--- src/rtl/uriscv_irq_ctrl.sv ---
// Interrupt controller for the UriSCV core: synchronised edge/level sources, fixed lowest-id
// priority, a claim/complete handshake and a registered request/vector pair for the core.
module uriscv_irq_ctrl #(
  parameter int unsigned NUM_SRC = 8,
  parameter logic [31:0] VEC_RST = 32'h0000_0100
) (
  input  logic               clk_i,
  input  logic               rst_i,
  input  logic [NUM_SRC-1:0] irq_src_i,
  input  logic               req_i,
  input  logic               we_i,
  input  logic [4:0]         addr_i,
  input  logic [31:0]        wdata_i,
  output logic [31:0]        rdata_o,
  output logic               ack_o,
  output logic               intr_o,
  output logic [31:0]        isr_vector_o
);

  localparam logic [2:0] RegPending = 3'd0;
  localparam logic [2:0] RegEnable  = 3'd1;
  localparam logic [2:0] RegEdge    = 3'd2;
  localparam logic [2:0] RegClaim   = 3'd3;
  localparam logic [2:0] RegVbase   = 3'd4;

  typedef enum logic [1:0] {StIdle, StPend, StService} state_e;

  state_e             state_q, state_d;
  logic [NUM_SRC-1:0] sync1_q, sync2_q, prev_q;
  logic [NUM_SRC-1:0] pend_q, pend_d, enable_q, edge_q;
  logic [NUM_SRC-1:0] edge_set, sw_clr, claim_clr;
  logic [31:0]        vbase_q, vec_q, rdata_q, rdata_d;
  logic [4:0]         claimed_q, claimed_d, active_id;
  logic               ack_q, intr_q;
  logic [2:0]         reg_sel;
  logic               rd_req, wr_req, claim_rd, complete_wr;
  logic               unused_addr;

  assign reg_sel     = addr_i[4:2];
  assign unused_addr = ^addr_i[1:0];
  assign rd_req      = req_i & ~we_i;
  assign wr_req      = req_i & we_i;
  assign claim_rd    = rd_req && (reg_sel == RegClaim) && (state_q == StPend) &&
                       (active_id != 5'd0);
  assign complete_wr = wr_req && (reg_sel == RegClaim) && (wdata_i[4:0] == claimed_q);

  // Lowest index wins: scan downwards so the last hit is the smallest.
  always_comb begin
    active_id = 5'd0;
    for (int i = int'(NUM_SRC) - 1; i >= 0; i--) begin
      if (pend_q[i] && enable_q[i]) active_id = 5'(i + 1);
    end
  end

  always_comb begin
    claim_clr = '0;
    for (int i = 0; i < int'(NUM_SRC); i++) begin
      claim_clr[i] = claim_rd && (active_id == 5'(i + 1));
    end
  end

  assign edge_set = sync2_q & ~prev_q;
  assign sw_clr   = (wr_req && (reg_sel == RegPending)) ? wdata_i[NUM_SRC-1:0] : '0;
  // Set beats clear for edge bits; level bits simply track the synchronised input.
  assign pend_d   = (edge_q & ((pend_q & ~(sw_clr | claim_clr)) | edge_set)) |
                    (~edge_q & sync2_q);

  always_comb begin
    state_d   = state_q;
    claimed_d = claimed_q;
    case (state_q)
      StIdle: begin
        if (active_id != 5'd0) state_d = StPend;
      end
      StPend: begin
        if (active_id == 5'd0) begin
          state_d = StIdle;
        end else if (claim_rd) begin
          state_d   = StService;
          claimed_d = active_id;
        end
      end
      StService: begin
        if (complete_wr) state_d = StIdle;
      end
      default: state_d = StIdle;
    endcase
  end

  always_comb begin
    rdata_d = '0;
    if (rd_req) begin
      case (reg_sel)
        RegPending: rdata_d[NUM_SRC-1:0] = pend_q;
        RegEnable:  rdata_d[NUM_SRC-1:0] = enable_q;
        RegEdge:    rdata_d[NUM_SRC-1:0] = edge_q;
        RegClaim:   rdata_d[4:0]         = claim_rd ? active_id : 5'd0;
        RegVbase:   rdata_d              = vbase_q;
        default:    rdata_d              = '0;
      endcase
    end
  end

  always_ff @(posedge clk_i or posedge rst_i) begin
    if (rst_i) begin
      state_q   <= StIdle;
      sync1_q   <= '0;
      sync2_q   <= '0;
      prev_q    <= '0;
      pend_q    <= '0;
      enable_q  <= '0;
      edge_q    <= '0;
      vbase_q   <= VEC_RST;
      vec_q     <= VEC_RST;
      claimed_q <= '0;
      rdata_q   <= '0;
      ack_q     <= 1'b0;
      intr_q    <= 1'b0;
    end else begin
      state_q   <= state_d;
      sync1_q   <= irq_src_i;
      sync2_q   <= sync1_q;
      prev_q    <= sync2_q;
      pend_q    <= pend_d;
      claimed_q <= claimed_d;
      rdata_q   <= rdata_d;
      ack_q     <= req_i;
      intr_q    <= (state_d == StPend);
      // Vector is frozen while a handler runs so the core sees a stable address.
      if (state_q != StService) vec_q <= vbase_q + {25'b0, active_id, 2'b00};
      if (wr_req) begin
        case (reg_sel)
          RegEnable: enable_q <= wdata_i[NUM_SRC-1:0];
          RegEdge:   edge_q   <= wdata_i[NUM_SRC-1:0];
          RegVbase:  vbase_q  <= wdata_i;
          default: ;
        endcase
      end
    end
  end

  assign rdata_o      = rdata_q;
  assign ack_o        = ack_q;
  assign intr_o       = intr_q;
  assign isr_vector_o = vec_q;

endmodule

--- config.mk ---
export PLATFORM = sky130hd
export DESIGN_NAME = uriscv_irq_ctrl
export DESIGN_NICKNAME = d
export VERILOG_FILES = /design/src/rtl/uriscv_irq_ctrl.sv
export SDC_FILE = /design/constraint.sdc
export NUM_CORES = 1
export LEC_CHECK = 0
export CAP_MARGIN = 20
export CORE_UTILIZATION = 35
export DETAILED_ROUTE_END_ITERATION = 12
export PLACE_DENSITY = 0.53
export SYNTH_ARGS = -nofsm -noshare
export SYNTH_HDL_FRONTEND = slang
export SYNTH_SLANG_ARGS = --single-unit
--- constraint.sdc ---
create_clock -name clk_i -period 5.7 [get_ports clk_i]
set_input_delay 1.14 -clock clk_i [delete_from_list [all_inputs] [get_ports clk_i]]
set_output_delay 1.14 -clock clk_i [all_outputs]
set_load 0.01 [all_outputs]
==> Word level (Yosys, flattened, before mapping) <==
Cells that the tools add are included.
{ "totals": {"out_inout_bits": 66, "register_bits": 153, "elab_cells": 94, "inputBits": 49} }
{ "classes": {"n_eq_ne": 17, "n_reduce_logical": 30, "n_mux": 19, "bitwise_logic": 14, "n_addsub": 1} }
{ "ops": {"columns": ["cell", "count"], "rows": [
  ["2-to-1 mux 5 bit", 8],
  ["adder 32 x 7 -> 32 bit", 1],
  ["AND 8 bit", 4],
  ["2-to-1 mux 32 bit", 1],
  ["case mux 5 bit (5 select lines)", 1],
  ["2-to-1 mux 24 bit", 1],
  ["inverter 8 bit", 3],
  ["bitwise OR 8 bit", 3],
  ["logical AND 1 bit", 22],
  ["== test 5 x 3 -> 1 bit (second input constant)", 4],
  ["case mux 3 bit (4 select lines)", 1],
  ["== test 5 x 2 -> 1 bit (second input constant)", 2],
  ["2-to-1 mux 2 bit", 4],
  ["2-to-1 mux 8 bit", 1],
  ["== test 3 x 2 -> 1 bit (second input constant)", 2],
  ["case mux 2 bit (3 select lines)", 1],
  ["AND reduction 2 bit", 3],
  ["== test 5 x 1 -> 1 bit (second input constant)", 1],
  ["== test 5 x 4 -> 1 bit (second input constant)", 1],
  ["== test 5 bit", 1],
  ["logical NOT 5 bit", 1],
  ["nonzero test 5 bit", 1],
  ["== test 2 x 1 -> 1 bit (second input constant)", 2],
  ["2-to-1 mux 4 bit", 1],
  ["9 further kinds", 11]
]} }

==> Depth between registers and ports, before layout <==
Gate-level depths: netlist (run 1).
{ "logic_depth": {"depth_word": 18, "ltp_mapped": 11, "mapped_depth_nobuf": 11} }

==> Worst setup path before layout (run 1) <==
No wires, ideal clock.
{ "synth_path": {"kind": "reg-to-reg", "from": "register enable_q[2]", "to": "register vec_q[22] (netlist: isr_vector_o[22])", "path_stages_with_launch": 12, "synth_period_minus_slack_ps": 2801, "setup_slack_ps": 2899, "arrival_ps": 2719, "setup_time_ps": 83, "n_path_buf": 0, "required_ps": 5617, "cell_sequence": "dfrtp_1 -> nand2_1 -> a32o_1 -> o21ai_1 -> ha_1 -> inv_1 -> fa_1 -> nand2b_1 -> a2111oi_4 -> nand4_1 -> xor2_1 -> o21ai_0"} }
{ "synth_between": {"elab_chain_len": 5} }
{ "synth_lines": {"columns": ["item", "line_no", "text"], "rows": [
  ["start, declared", "30", "logic [NUM_SRC-1:0] pend_q, pend_d, enable_q, edge_q;"],
  ["start signal, assigned", "133", "RegEnable: enable_q <= wdata_i[NUM_SRC-1:0];"],
  ["logical AND 1 bit", "51", "if (pend_q[i] && enable_q[i]) active_id = 5'(i + 1);"],
  ["2-to-1 mux 5 bit (3 in series)", "51", null],
  ["named net active_id[0]", "33", "logic [4:0] claimed_q, claimed_d, active_id;"],
  ["adder 32 x 7 -> 32 bit", "130", "if (state_q != StService) vec_q <= vbase_q + {25'b0, active_id, 2'b00};"],
  ["end signal, assigned", "130", null],
  ["end, declared", "32", "logic [31:0] vbase_q, vec_q, rdata_q, rdata_d;"]
]} }
The timed path passes the listed nets, and every way through them passes these cells.
A chain may end at the register's enable or synchronous reset.

==> Worst setup path in the final report (run 1) <==
{ "layout_path": {"from": "input port addr_i[2]", "to": "register enable_q[7]"} }
{ "layout_between": {"elab_chain_len": 2} }
{ "layout_lines": {"columns": ["item", "line_no", "text"], "rows": [
  ["start, declared", "12", "input logic [4:0] addr_i,"],
  ["== test 3 x 1 -> 1 bit", "132", "case (reg_sel)"],
  ["AND reduction 2 bit (no source line)", null, null]
]} }
No other way between the ends.

==> results of run 1 <==
==> per-layer routing <==
layer	up-vias	share of wire [%]	track usage [%]
li1	2211	-	-
met1	2195	45	21.9
met2	124	50	29.5
met3	17	4.0	3.35
met4	0	1.4	6.70
met5	-	0	0
==> flip-flops by register name (all words and copies together), names as in the netlist <==
name and count:
rdata_o 32, isr_vector_o 32, enable_q 8, edge_q 8, pend_q 8, prev_q 8
sync2_q 8, state_q 2, ack_o 1, sync1_q 8, claimed_q 4, vbase_q 32
intr_o 1
==> worst max-delay path, stage by stage <==
cell	delay, ns
clkdlybuf4s50_1	0.90
nor2b_1	0.40
and2_0	0.42
nor2b_1	0.71
mux2_2	0.41
==> per-stage QoR <==
step,cells,power (mW),hold slack [ns]
after global routing,917,3.46,0.352
after CTS,917,3.32,0.351
final,917,3.28,0.350
after detailed placement,885,2.16,0.337
after global placement,885,2.14,0.334
after floorplan,562,1.83,0.331
==> placed cells by master, fill, tap and decap left out, types with 3 or more instances in the layout <==
cell type	instances
a211oi_1	3
a21oi_1	20
a22o_1	8
a22oi_1	3
a2bb2oi_1	5
a31oi_1	6
a32oi_1	6
and2_1	25
buf_4	4
clkbuf_16	17
clkdlybuf4s50_1	112
dfrtp_1	150
ha_1	4
inv_1	5
inv_6	7
mux2_2	45
mux2i_1	8
nand2_1	79
nand2b_1	3
nand3_1	11
nand4_1	13
nor2_1	29
nor2b_1	3
nor3_1	10
nor4_1	6
o21ai_0	29
xnor2_1	12
xor2_1	17
==> cell type report <==
cell class / count / area, um2 / area share [%]
repair buffers: 116 / 1150 / 13.7
multi-input cells: 381 / 2550 / 30.3
flip-flops and latches: 152 / 3810 / 45.2
clock buffers: 18 / 439 / 5.21
clock inverters: 14 / 161 / 1.92
inverters: 7 / 31.3 / 0.371
well taps: 229 / 287 / 3.40
==> kinds of logic (layout without fill, tap and decap cells) <==
family | count (synthesis) | after routing
fa+ha+maj | 5 | 5
xor+xnor | 29 | 29
flops | 152 | 152
simple gates | 197 | 197
compound gates | 97 | 97
buf+inv | 29 | 155
mux | 53 | 53
==> power groups by stage <==
stage                     Combinational [mW]  Sequential, mW  Clock [mW]
final                                  0.684            1.45        1.14
after global routing                   0.760            1.48        1.23
after CTS                              0.694            1.45        1.17
after detailed placement               0.690            1.47           0
after global placement                 0.680            1.46           0
after floorplan                        0.383            1.45           0
==> worst paths after layout <==
| path | start | endpoint | slack (ns) | cells after the start |
|---|---|---|---|---|
| max reg2reg | pend_q[2]$_DFF_PP0_ | isr_vector_o[30]$_DFFE_PP0P_ | 2.15 | 11 |
| min reg2reg | sync1_q[1]$_DFF_PP0_ | sync2_q[1]$_DFF_PP0_ | 0.35 | 0 |
| max | addr_i[2] | enable_q[7]$_DFFE_PP0P_ | 2.02 | 5 |
| min | sync1_q[1]$_DFF_PP0_ | sync2_q[1]$_DFF_PP0_ | 0.35 | 0 |
| min in group asynchronous | rst_i | sync1_q[6]$_DFF_PP0_ | 1.18 | 2 |
| max in group asynchronous | rst_i | isr_vector_o[19]$_DFFE_PP0P_ | 3.44 | 3 |
==> summary.txt, run 1 <==
Clocking
  • Worst skew pair latency: approximately 0.43 ns
  • Post-CTS Setup Bufs: 0
  • Post-CTS sizing: 0
  • Number of hold buffers added after cts: 0
  • CTS H-tree lvls: 4
  • Clock sink count: between 150 and 200
  • Total CTS buffers: 17
  • Clock Tree Buf Depth: 2
  • Root Driver: clkbuf_16
  • Reg clk slew, reported paths: about 0.070 ns
  • CTS tree: built

Placed design
  • Routability Congestion: about 0.9
  • Dpl hpwl: approximately 11000 um
  • Placed cell area: 0.00783 mm2
  • IO Port Bufs: between 100 and 150
  • Setup Slack @ Placement: around 1.6 ns

Run
  • Max-Cap Viols: 0

Final layout
  • Layout cells sized above 1: ~14%
  • Filler Cell Count: about 1700
  • Nets: about 730
  • Area delta synth->final: 30.5%
  • Post-layout util: about 47%
  • Design Area, Final: 0.00843 mm2
  • Antenna cells: 0

Global routing
  • Initial antenna violation count: 0
  • Largest net degree at the start of global routing: between 60 and 70
  • Grt total ovfl: 0
  • First-pass GRT wire length: about 24000 um
  • Total track usage: 17.4%
  • Number of global-route vias before repair: roughly 4500

Logic synthesis
  • Simple-Gate Fraction of Synth Area: between 10% and 20%
  • Post-synthesis mux area share: 9.09%
  • Top cells by area, synth: dfrtp_1 (58%), mux2_2 (7.8%), nand2_1 (4.6%)
  • Largest family of logic cells by synthesized area: simple AND/OR/NAND/NOR gates
  • Yosys warns: 0
  • Synth Register Bits: between 150 and 200
  • Most instantiated library cell after synthesis: dfrtp_1
  • Compound-Gate Fraction of Synth Area: about a tenth
  • Primary FF master, synth: dfrtp_1
  • Post-Synthesis Cell Area: about 0.0065 mm2
  • XOR/XNOR Fraction of Synth Area: 3.93%
  • Top cell type's share of synthesized area: approximately three fifths
  • Post-synthesis sequential area ratio: 59.0%
  • Post-synth EDFFs: 0
  • Area leader, netlist: dfrtp_1
  • Synth cell count leaders: dfrtp_1 (150), nand2_1 (79), mux2_2 (45)
  • Yosys cell types: 56
  • Cells after synthesis: around 560
  • Mapped Nets: just over 600
  • Avg Synthesized Cell Area: 11.5 um2
  • Async SR Flop Fraction: 100%
  • Post-synthesis adder-cell area fraction: 1.09%

STA
  • Slew HR: between 20 and 30%
  • Max-slew violation count: 0
  • Final hold viol count: 0
  • Setup Viol. Count Final: 0
  • Period minus WS final: 3.68 ns
  • Clock skew: roughly 0.011 ns
  • Fin crit share: between 60 and 70%
  • Worst Tran Pin Value: 1.06 ns
  • Fin Setup TNS: 0 ns
  • Crit path setup slack, layout: between 2 and 2.5 ns
  • RSZ-0062 raised after global routing: no
  • Highest clock rate: roughly 270 MHz

Setup path
  • Critical Path AT: between 3 and 4 ns
  • Critical path launch point type: input port
  • Worst setup EP type: flop
  • CP max FO: 16
  • Crit path kind: in2reg
  • Crit path required time: 6.00 ns

Floorplanning
  • Initial Util: between 30% and 40%
  • Area of the die: roughly 0.019 mm2
  • Row count: 49
  • Die Y: 138 um
  • IO Pins: 115
  • Die W: roughly 140 um
  • Core area: 0.0180 mm2

Detailed routing
  • Number of remaining DRC errors: 0
  • Initial drt markers: 163
  • DRT Wirelength: 15400 um
  • Routed len/inst: 16.8 um
  • Drt pass-1 iters: 4
  • Routed vias: around 4500
  • Post-route ant nets: 0
  • Routed vias/inst: between 4 and 5

Power and ir drop
  • Psw: a little under 1 mW
  • Comb power frac: 20.9%
  • Clock Power Share: about a third
  • Share of power burned in registers: between 40% and 50%
  • Cell Int Power: 2.30 mW
  • Power density cells: just under 400 mW/mm2
  • IR drop worst, VDD: 236 uV
  • Leak: 3.47 nW
  • Switching share of power: between 20% and 30%

Hold path
  • Worst Hold Class: reg2reg

Outcome
  • Status: finished clean
No activity file was read; power rests on OpenSTA's default activity.
==> run 2: changes to the inputs <==
Clock period 5.7 ns to 3.5 ns, I/O delays scaled along.
==> run 2 against run 1 <==
Via count grew 3.5%. Sequential share of layout area shrank 0.40 points. Sequential power grew 63%. Clock power grew 55%. Critical path depth grew 6. Count of clock-buffer cells in the layout shrank 1. Die area is the same. Critical path type is now reg2reg. Setup slack lost 1.7 ns. Non-clock buffer count grew 13. Combinational power grew 67%. Power grew 61%.
==> summary.txt, run 2 (same netlist as run 1, synthesis figures left out) <==
Final layout
  • Area of the multi-input gates: 0.00254 mm2 (-0.49%)
  • FF+latch area: 0.00381 mm2 (unchanged)
  • Commonest cells after routing, fill and taps aside: dfrtp_1 (150), clkdlybuf4s50_1 (112), nand2_1 (79)
  • Most common cell after layout, fill and taps aside: dfrtp_1
  • Nets: 742 (+1.8%)
  • Antenna cells: 0 (unchanged)
  • Design Area, Final: 0.00850 mm2 (+0.89%)
  • Finished Layout Cells: 930 (+1.4%)
  • Filler Cell Count: 1645 (-1.7%)
  • Area delta synth->final: 31.7%
  • Layout cells sized above 1: 15.3% (+1.3 points)

Detailed routing
  • Number of remaining DRC errors: 0 (unchanged)
  • Initial drt markers: 191 (+17%)
  • Routed vias: 4706 (+3.5%)
  • Routed vias/inst: 5.06 (+2.1%)
  • DRT Wirelength: 15700 um (+1.8%)
  • Drt pass-1 iters: 4 (unchanged)
  • Post-route ant nets: 0 (unchanged)
  • Routed len/inst: 16.9 um (+0.39%)

Floorplanning
  • Area of the die: 0.0190 mm2 (unchanged)
  • Die W: 138 um (unchanged)
  • Die Y: 138 um (unchanged)
  • Core area: 0.0180 mm2 (unchanged)
  • Initial Util: 35.8% (unchanged)
  • Row count: 49 (unchanged)
  • IO Pins: 115 (unchanged)

Setup path
  • Family with the most delay on the worst path: compound AO/OA/AOI/OAI gates
  • CP Capture Point: isr_vector_o[20]$_DFFE_PP0P_
  • Critical path cell sequence: nand2_1 > a32o_1 > o21ai_1 > ha_1 > inv_1 > fa_1 > nand2b_1 > a211o_1 > nor4_1 > xnor2_1 > o21ai_0
  • Number of cells on the critical path: 11 (+6)
  • Crit. Startpoint: pend_q[2]$_DFF_PP0_
  • RR Startpoint: pend_q[2]$_DFF_PP0_
  • Worst setup EP type: flop
  • R2R cell count: 11 (unchanged)
  • CP max FO: 4 (-12)
  • R2R setup slack: 0.36 ns (-1.79 ns)
  • Critical Path AT: 3.43 ns (-0.55 ns)
  • Crit path required time: 3.79 ns (-2.21 ns)
  • Crit path kind: reg2reg
  • Crit path max-delay cell type: nor4_1
  • Worst path max stage delay: 0.45 ns (-0.45 ns)
  • RR Endpoint: isr_vector_o[20]$_DFFE_PP0P_
  • Critical path launch point type: flop
  • WP buf/inv: 1 (unchanged)

Clocking
  • CTS H-tree lvls: 4 (unchanged)
  • CTS tree: built
  • Worst skew pair latency: 0.43 ns (about the same)
  • Number of hold buffers added after cts: 0 (unchanged)
  • Reg clk slew, reported paths: 0.06 ns (about the same)
  • Clock Tree Buf Depth: 2 (unchanged)
  • Clock sink count: 152 (unchanged)
  • Total CTS buffers: 17 (unchanged)
  • Post-CTS sizing: 0 (unchanged)
  • Post-CTS Setup Bufs: 0 (unchanged)
  • Root Driver: clkbuf_16

Hold path
  • Worst Hold Class: reg2reg
  • Hold_sp: sync1_q[6]$_DFF_PP0_

STA
  • Fin Setup TNS: 0 ns (unchanged)
  • Worst Tran Pin Value: 0.852 ns (-0.211 ns)
  • Setup Viol. Count Final: 0 (unchanged)
  • Highest clock rate: roughly 320 MHz
  • Final hold viol count: 0 (unchanged)
  • Fin crit share: around nine tenths
  • Slew HR: 42.7% (+14 points)
  • RSZ-0062 raised after global routing: no
  • Max-slew violation count: 0 (unchanged)
  • Period minus WS final: ~3.1 ns
  • Clock skew: 0.00552 ns (-0.00593 ns)

Placed design
  • IO Port Bufs: 112 (unchanged)
  • Routability Congestion: 0.894 (about the same)
  • Placed cell area: 0.00793 mm2 (+1.4%)
  • Dpl hpwl: 11400 um (+2.7%)
  • Dpl cells: 898 (+1.5%)

Global routing
  • Largest net degree at the start of global routing: 57 (-17%)
  • Initial antenna violation count: 0 (unchanged)
  • Grt total ovfl: 0 (unchanged)
  • Number of global-route vias before repair: 4723 (+5.4%)
  • First-pass GRT wire length: 24900 um (+2.5%)
  • Total track usage: 17.7% (+0.30 points)

Outcome
  • Status: finished clean

Power and ir drop
  • Leak: 3.53 nW (+1.7%)
  • IR drop worst, VDD: 404 uV (+71%)
  • Power density cells: 621 mW/mm2 (+60%)

Run
  • Max-Cap Viols: 0 (unchanged)
[run 2: cell count changes in the layout (fill, tap and decap cells not counted), sizes merged]
| cell | change |
|---|---|
| clkinv | +3 |
| buf | +13 |
| bufinv | -1 |
| inv | -1 |
| clkbuf | -1 |
[run 2: through the flow]
step | power, mW | setup WS [ns] | util, % | hold slack (ns)
final | 5.28 | 0.364 | 47.2 | 0.347
after global routing | 5.58 | 0.193 | 47.2 | 0.356
after CTS | 5.33 | 0.383 | 47.2 | 0.349
after detailed placement | 3.55 | 0.407 | 44.0 | 0.335
after global placement | 3.51 | 0.429 | 44.0 | 0.333
after floorplan | 2.98 | 0.699 | - | 0.331
[run 2: where the power goes]
group | internal [mW] | switching [mW]
clock network | 0.994 | 0.774
registers | 2.07 | 0.299
logic | 0.605 | 0.536
[run 2: metal layers]
metal | GRT usage [%] | wire length [um]
met3 | 3.75 | 790
met1 | 22.3 | 6900
met5 | 0 | 0
met2 | 29.8 | 7810
met4 | 6.64 | 192
[run 2: layout make-up]
type	count	area share [%]
repair buffers	129	15.0
flip-flops and latches	152	44.8
multi-input cells	381	29.8
inverters	7	0.353
clock buffers	17	5.00
well taps	229	3.37
clock inverters	15	1.66
[run 2: worst reg2reg max path: cells and delay by family (launching register included)]
family	cells	cell delay [ns]
AO/OA/AOI/OAI	4	0.90
AND/OR/NAND/NOR	3	0.84
adder cells (fa/ha/maj)	2	0.64
flip-flops	1	0.40
XOR/XNOR	1	0.16
buffers and inverters	1	0.06
[run 2: worst min path at each step]
stage / end / slack, ns / depth (start not counted)
final: sync2_q[6]$_DFF_PP0_ / 0.35 / 0
after detailed placement: sync2_q[6]$_DFF_PP0_ / 0.33 / 0
after global routing: sync2_q[4]$_DFF_PP0_ / 0.36 / 0
after global placement: sync2_q[5]$_DFF_PP0_ / 0.33 / 0
after floorplan: sync2_q[0]$_DFF_PP0_ / 0.33 / 0
after CTS: sync2_q[6]$_DFF_PP0_ / 0.35 / 0
==> run 3: changes to the inputs <==
Settings changed: CORE_MARGIN set to 2.
==> run 3 against run 2 <==
Final cell count fell by 0.11%. Maximum frequency rose by 2.0%. Highest routed layer unchanged. Largest power group unchanged. Clock power rose by 8%. Utilization rose by 0.26 points. Largest cell class unchanged. Critical endpoint unchanged. Cell area rose by 0.54%. Register-to-register slack improved by 0.06 ns.
==> summary.txt, run 3 (same netlist as run 1, synthesis figures left out) <==
Placed design
  • Setup Slack @ Placement: 0.472 ns (+0.0651 ns)
  • Dpl hpwl: 11400 um (+0.47%)
  • Routability Congestion: 0.907 (+1.4%)
  • Placed cell area: 0.00793 mm2 (about the same)
  • IO Port Bufs: 112 (unchanged)

Detailed routing
  • Drt pass-1 iters: 5 (+1)
  • Routed len/inst: 17.1 um (+1.1%)
  • Post-route ant nets: 0 (unchanged)
  • Routed vias: 4687 (-0.40%)
  • Number of remaining DRC errors: 0 (unchanged)
  • Initial drt markers: 249 (+30%)
  • DRT Wirelength: 15800 um (+0.94%)
  • Routed vias/inst: 5.05 (-0.30%)

Global routing
  • First-pass GRT wire length: 25500 um (+2.4%)
  • Number of global-route vias before repair: 4748 (+0.53%)
  • Initial antenna violation count: 1 (+1)
  • Total track usage: 16.7% (-1.0 points)
  • Grt total ovfl: 0 (unchanged)
  • Largest net degree at the start of global routing: 110 (+93%)

STA
  • Final hold viol count: 0 (unchanged)
  • Slew HR: 39.3% (-3.4 points)
  • RSZ-0062 raised after global routing: no
  • Clock skew: 0.00893 ns (+0.00340 ns)
  • Setup Viol. Count Final: 0 (unchanged)
  • Crit path setup slack, layout: 0.425 ns (+0.0614 ns)
  • Fin crit share: 87.9% (-1.8 points)
  • Worst Tran Pin Value: 0.911 ns (+0.0588 ns)
  • Highest clock rate: 325 MHz (+2.0%)
  • Fin Setup TNS: 0 ns (unchanged)
  • Max-slew violation count: 0 (unchanged)
  • Period minus WS final: 3.07 ns (-0.0614 ns)

Clocking
  • CTS H-tree lvls: 4 (unchanged)
  • Total CTS buffers: 17 (unchanged)
  • Worst skew pair latency: 0.43 ns (about the same)
  • Post-CTS Setup Bufs: 0 (unchanged)
  • Number of hold buffers added after cts: 0 (unchanged)
  • Clock Tree Buf Depth: 2 (unchanged)
  • Reg clk slew, reported paths: 0.06 ns (about the same)
  • Clock sink count: 152 (unchanged)
  • Post-CTS sizing: 0 (unchanged)
  • Root Driver: clkbuf_16
  • CTS tree: built

Power and ir drop
  • Leak: 3.55 nW (+0.37%)
  • IR drop worst, VDD: 372 uV (-8.1%)
  • Power density cells: 634 mW/mm2 (+2.2%)
  • Cell Int Power: 3.84 mW (+4.7%)
  • Clock Power Share: 35.3% (+1.8 points)
  • Share of power burned in registers: 43.7% (-1.2 points)
  • Switching share of power: 29.2% (-1.3 points)
  • Comb power frac: 20.9% (-0.7 points)
  • Psw: 1.58 mW (-1.7%)

Floorplanning
  • IO Pins: 115 (unchanged)
  • Initial Util: 35.8% (unchanged)
  • Die Y: 140 um (+1.5%)
  • Row count: 49 (unchanged)
  • Core area: 0.0180 mm2 (unchanged)
  • Die W: 140 um (+1.5%)
  • Area of the die: 0.0195 mm2 (+2.9%)

Final layout
  • Nets: 741 (-0.13%)
  • Filler Cell Count: 1646 (+0.061%)
  • Most common cell after layout, fill and taps aside: dfrtp_1
  • Design Area, Final: 0.00855 mm2 (+0.54%)
  • Layout cells sized above 1: 15.1% (-0.12 points)
  • Post-layout util: 47.4% (+0.26 points)
  • Area delta synth->final: 32.4%
  • Commonest cells after routing, fill and taps aside: dfrtp_1 (150), clkdlybuf4s50_1 (112), nand2_1 (79)
  • Antenna cells: 0 (unchanged)

Setup path
  • Critical Path AT: 3.35 ns (-0.08 ns)
  • Crit path required time: 3.78 ns (about the same)
  • Worst setup EP type: flop
  • R2R setup slack: 0.43 ns (+0.06 ns)
  • CP max FO: 4 (unchanged)
  • Critical path launch point type: flop
  • Crit path kind: reg2reg

Hold path
  • Worst Hold Class: reg2reg

Outcome
  • Status: finished clean

Run
  • Max-Cap Viols: 0 (unchanged)
run 3: changes by cell type in the layout (fill, tap and decap cells not counted), sizes merged:
cell | before | now
clkbuf | 17 | 19
clkinv | 7 | 6
inv | 12 | 8
clkinvlp | 2 | 3
bufinv | 1 | 3
buf | 17 | 16
run 3: critical path, cell delays in order (launching register included):
cell and delay [ns]:
dfrtp_1 0.39, nand2_1 0.13, a32o_1 0.30, o21ai_1 0.19
ha_1 0.23, inv_1 0.06, fa_1 0.40, nand2b_1 0.25
a211o_1 0.33, nor4_1 0.38, xnor2_1 0.16, o21ai_0 0.11
run 3: per-layer routing:
layer  vias up  routed length [um]  track usage (%)
li1       2224                   -                -
met1      2311                7120             21.8
met2       137                7850             27.5
met3        15                 715             4.16
met4         0                 164             5.32
met5         -                   0                0
run 3: power by group through the flow:
stage	Sequential [mW]	Clock, mW	Combinational, mW
finish	2.37	1.92	1.13
CTS	2.37	1.95	1.15
global route	2.42	2.04	1.25
detailed placement	2.40	0	1.15
floorplan	2.35	0	0.625
global placement	2.39	0	1.13
run 3: metrics by stage:
step	cells	power [mW]	hold slack, ns
6_report	929	5.42	0.348
5_1_grt	929	5.71	0.354
4_1_cts	929	5.48	0.349
3_5_place_dp	897	3.55	0.335
3_3_place_gp	897	3.52	0.333
2_1_floorplan	562	2.98	0.331
run 3: area by class of cell:
cell class / instances / area [um2] / area share, %
clock buffer: 19 / 453 / 5.30
clock inverter: 13 / 168 / 1.96
inverter: 7 / 30.0 / 0.351
multi-input combinational: 381 / 2540 / 29.7
sequential: 152 / 3810 / 44.5
tap: 229 / 287 / 3.35
timing repair buffer: 128 / 1270 / 14.8
run 3: path summary, 6_finish.rpt:
check,start,end,cells after the start
min,sync1_q[5]$_DFF_PP0_,sync2_q[5]$_DFF_PP0_,0
max,pend_q[2]$_DFF_PP0_,isr_vector_o[20]$_DFFE_PP0P_,11
max reg2reg,pend_q[2]$_DFF_PP0_,isr_vector_o[20]$_DFFE_PP0P_,11
min reg2reg,sync1_q[5]$_DFF_PP0_,sync2_q[5]$_DFF_PP0_,0
min in group asynchronous,rst_i,sync1_q[6]$_DFF_PP0_,2
max in group asynchronous,rst_i,rdata_o[8]$_DFF_PP0_,3
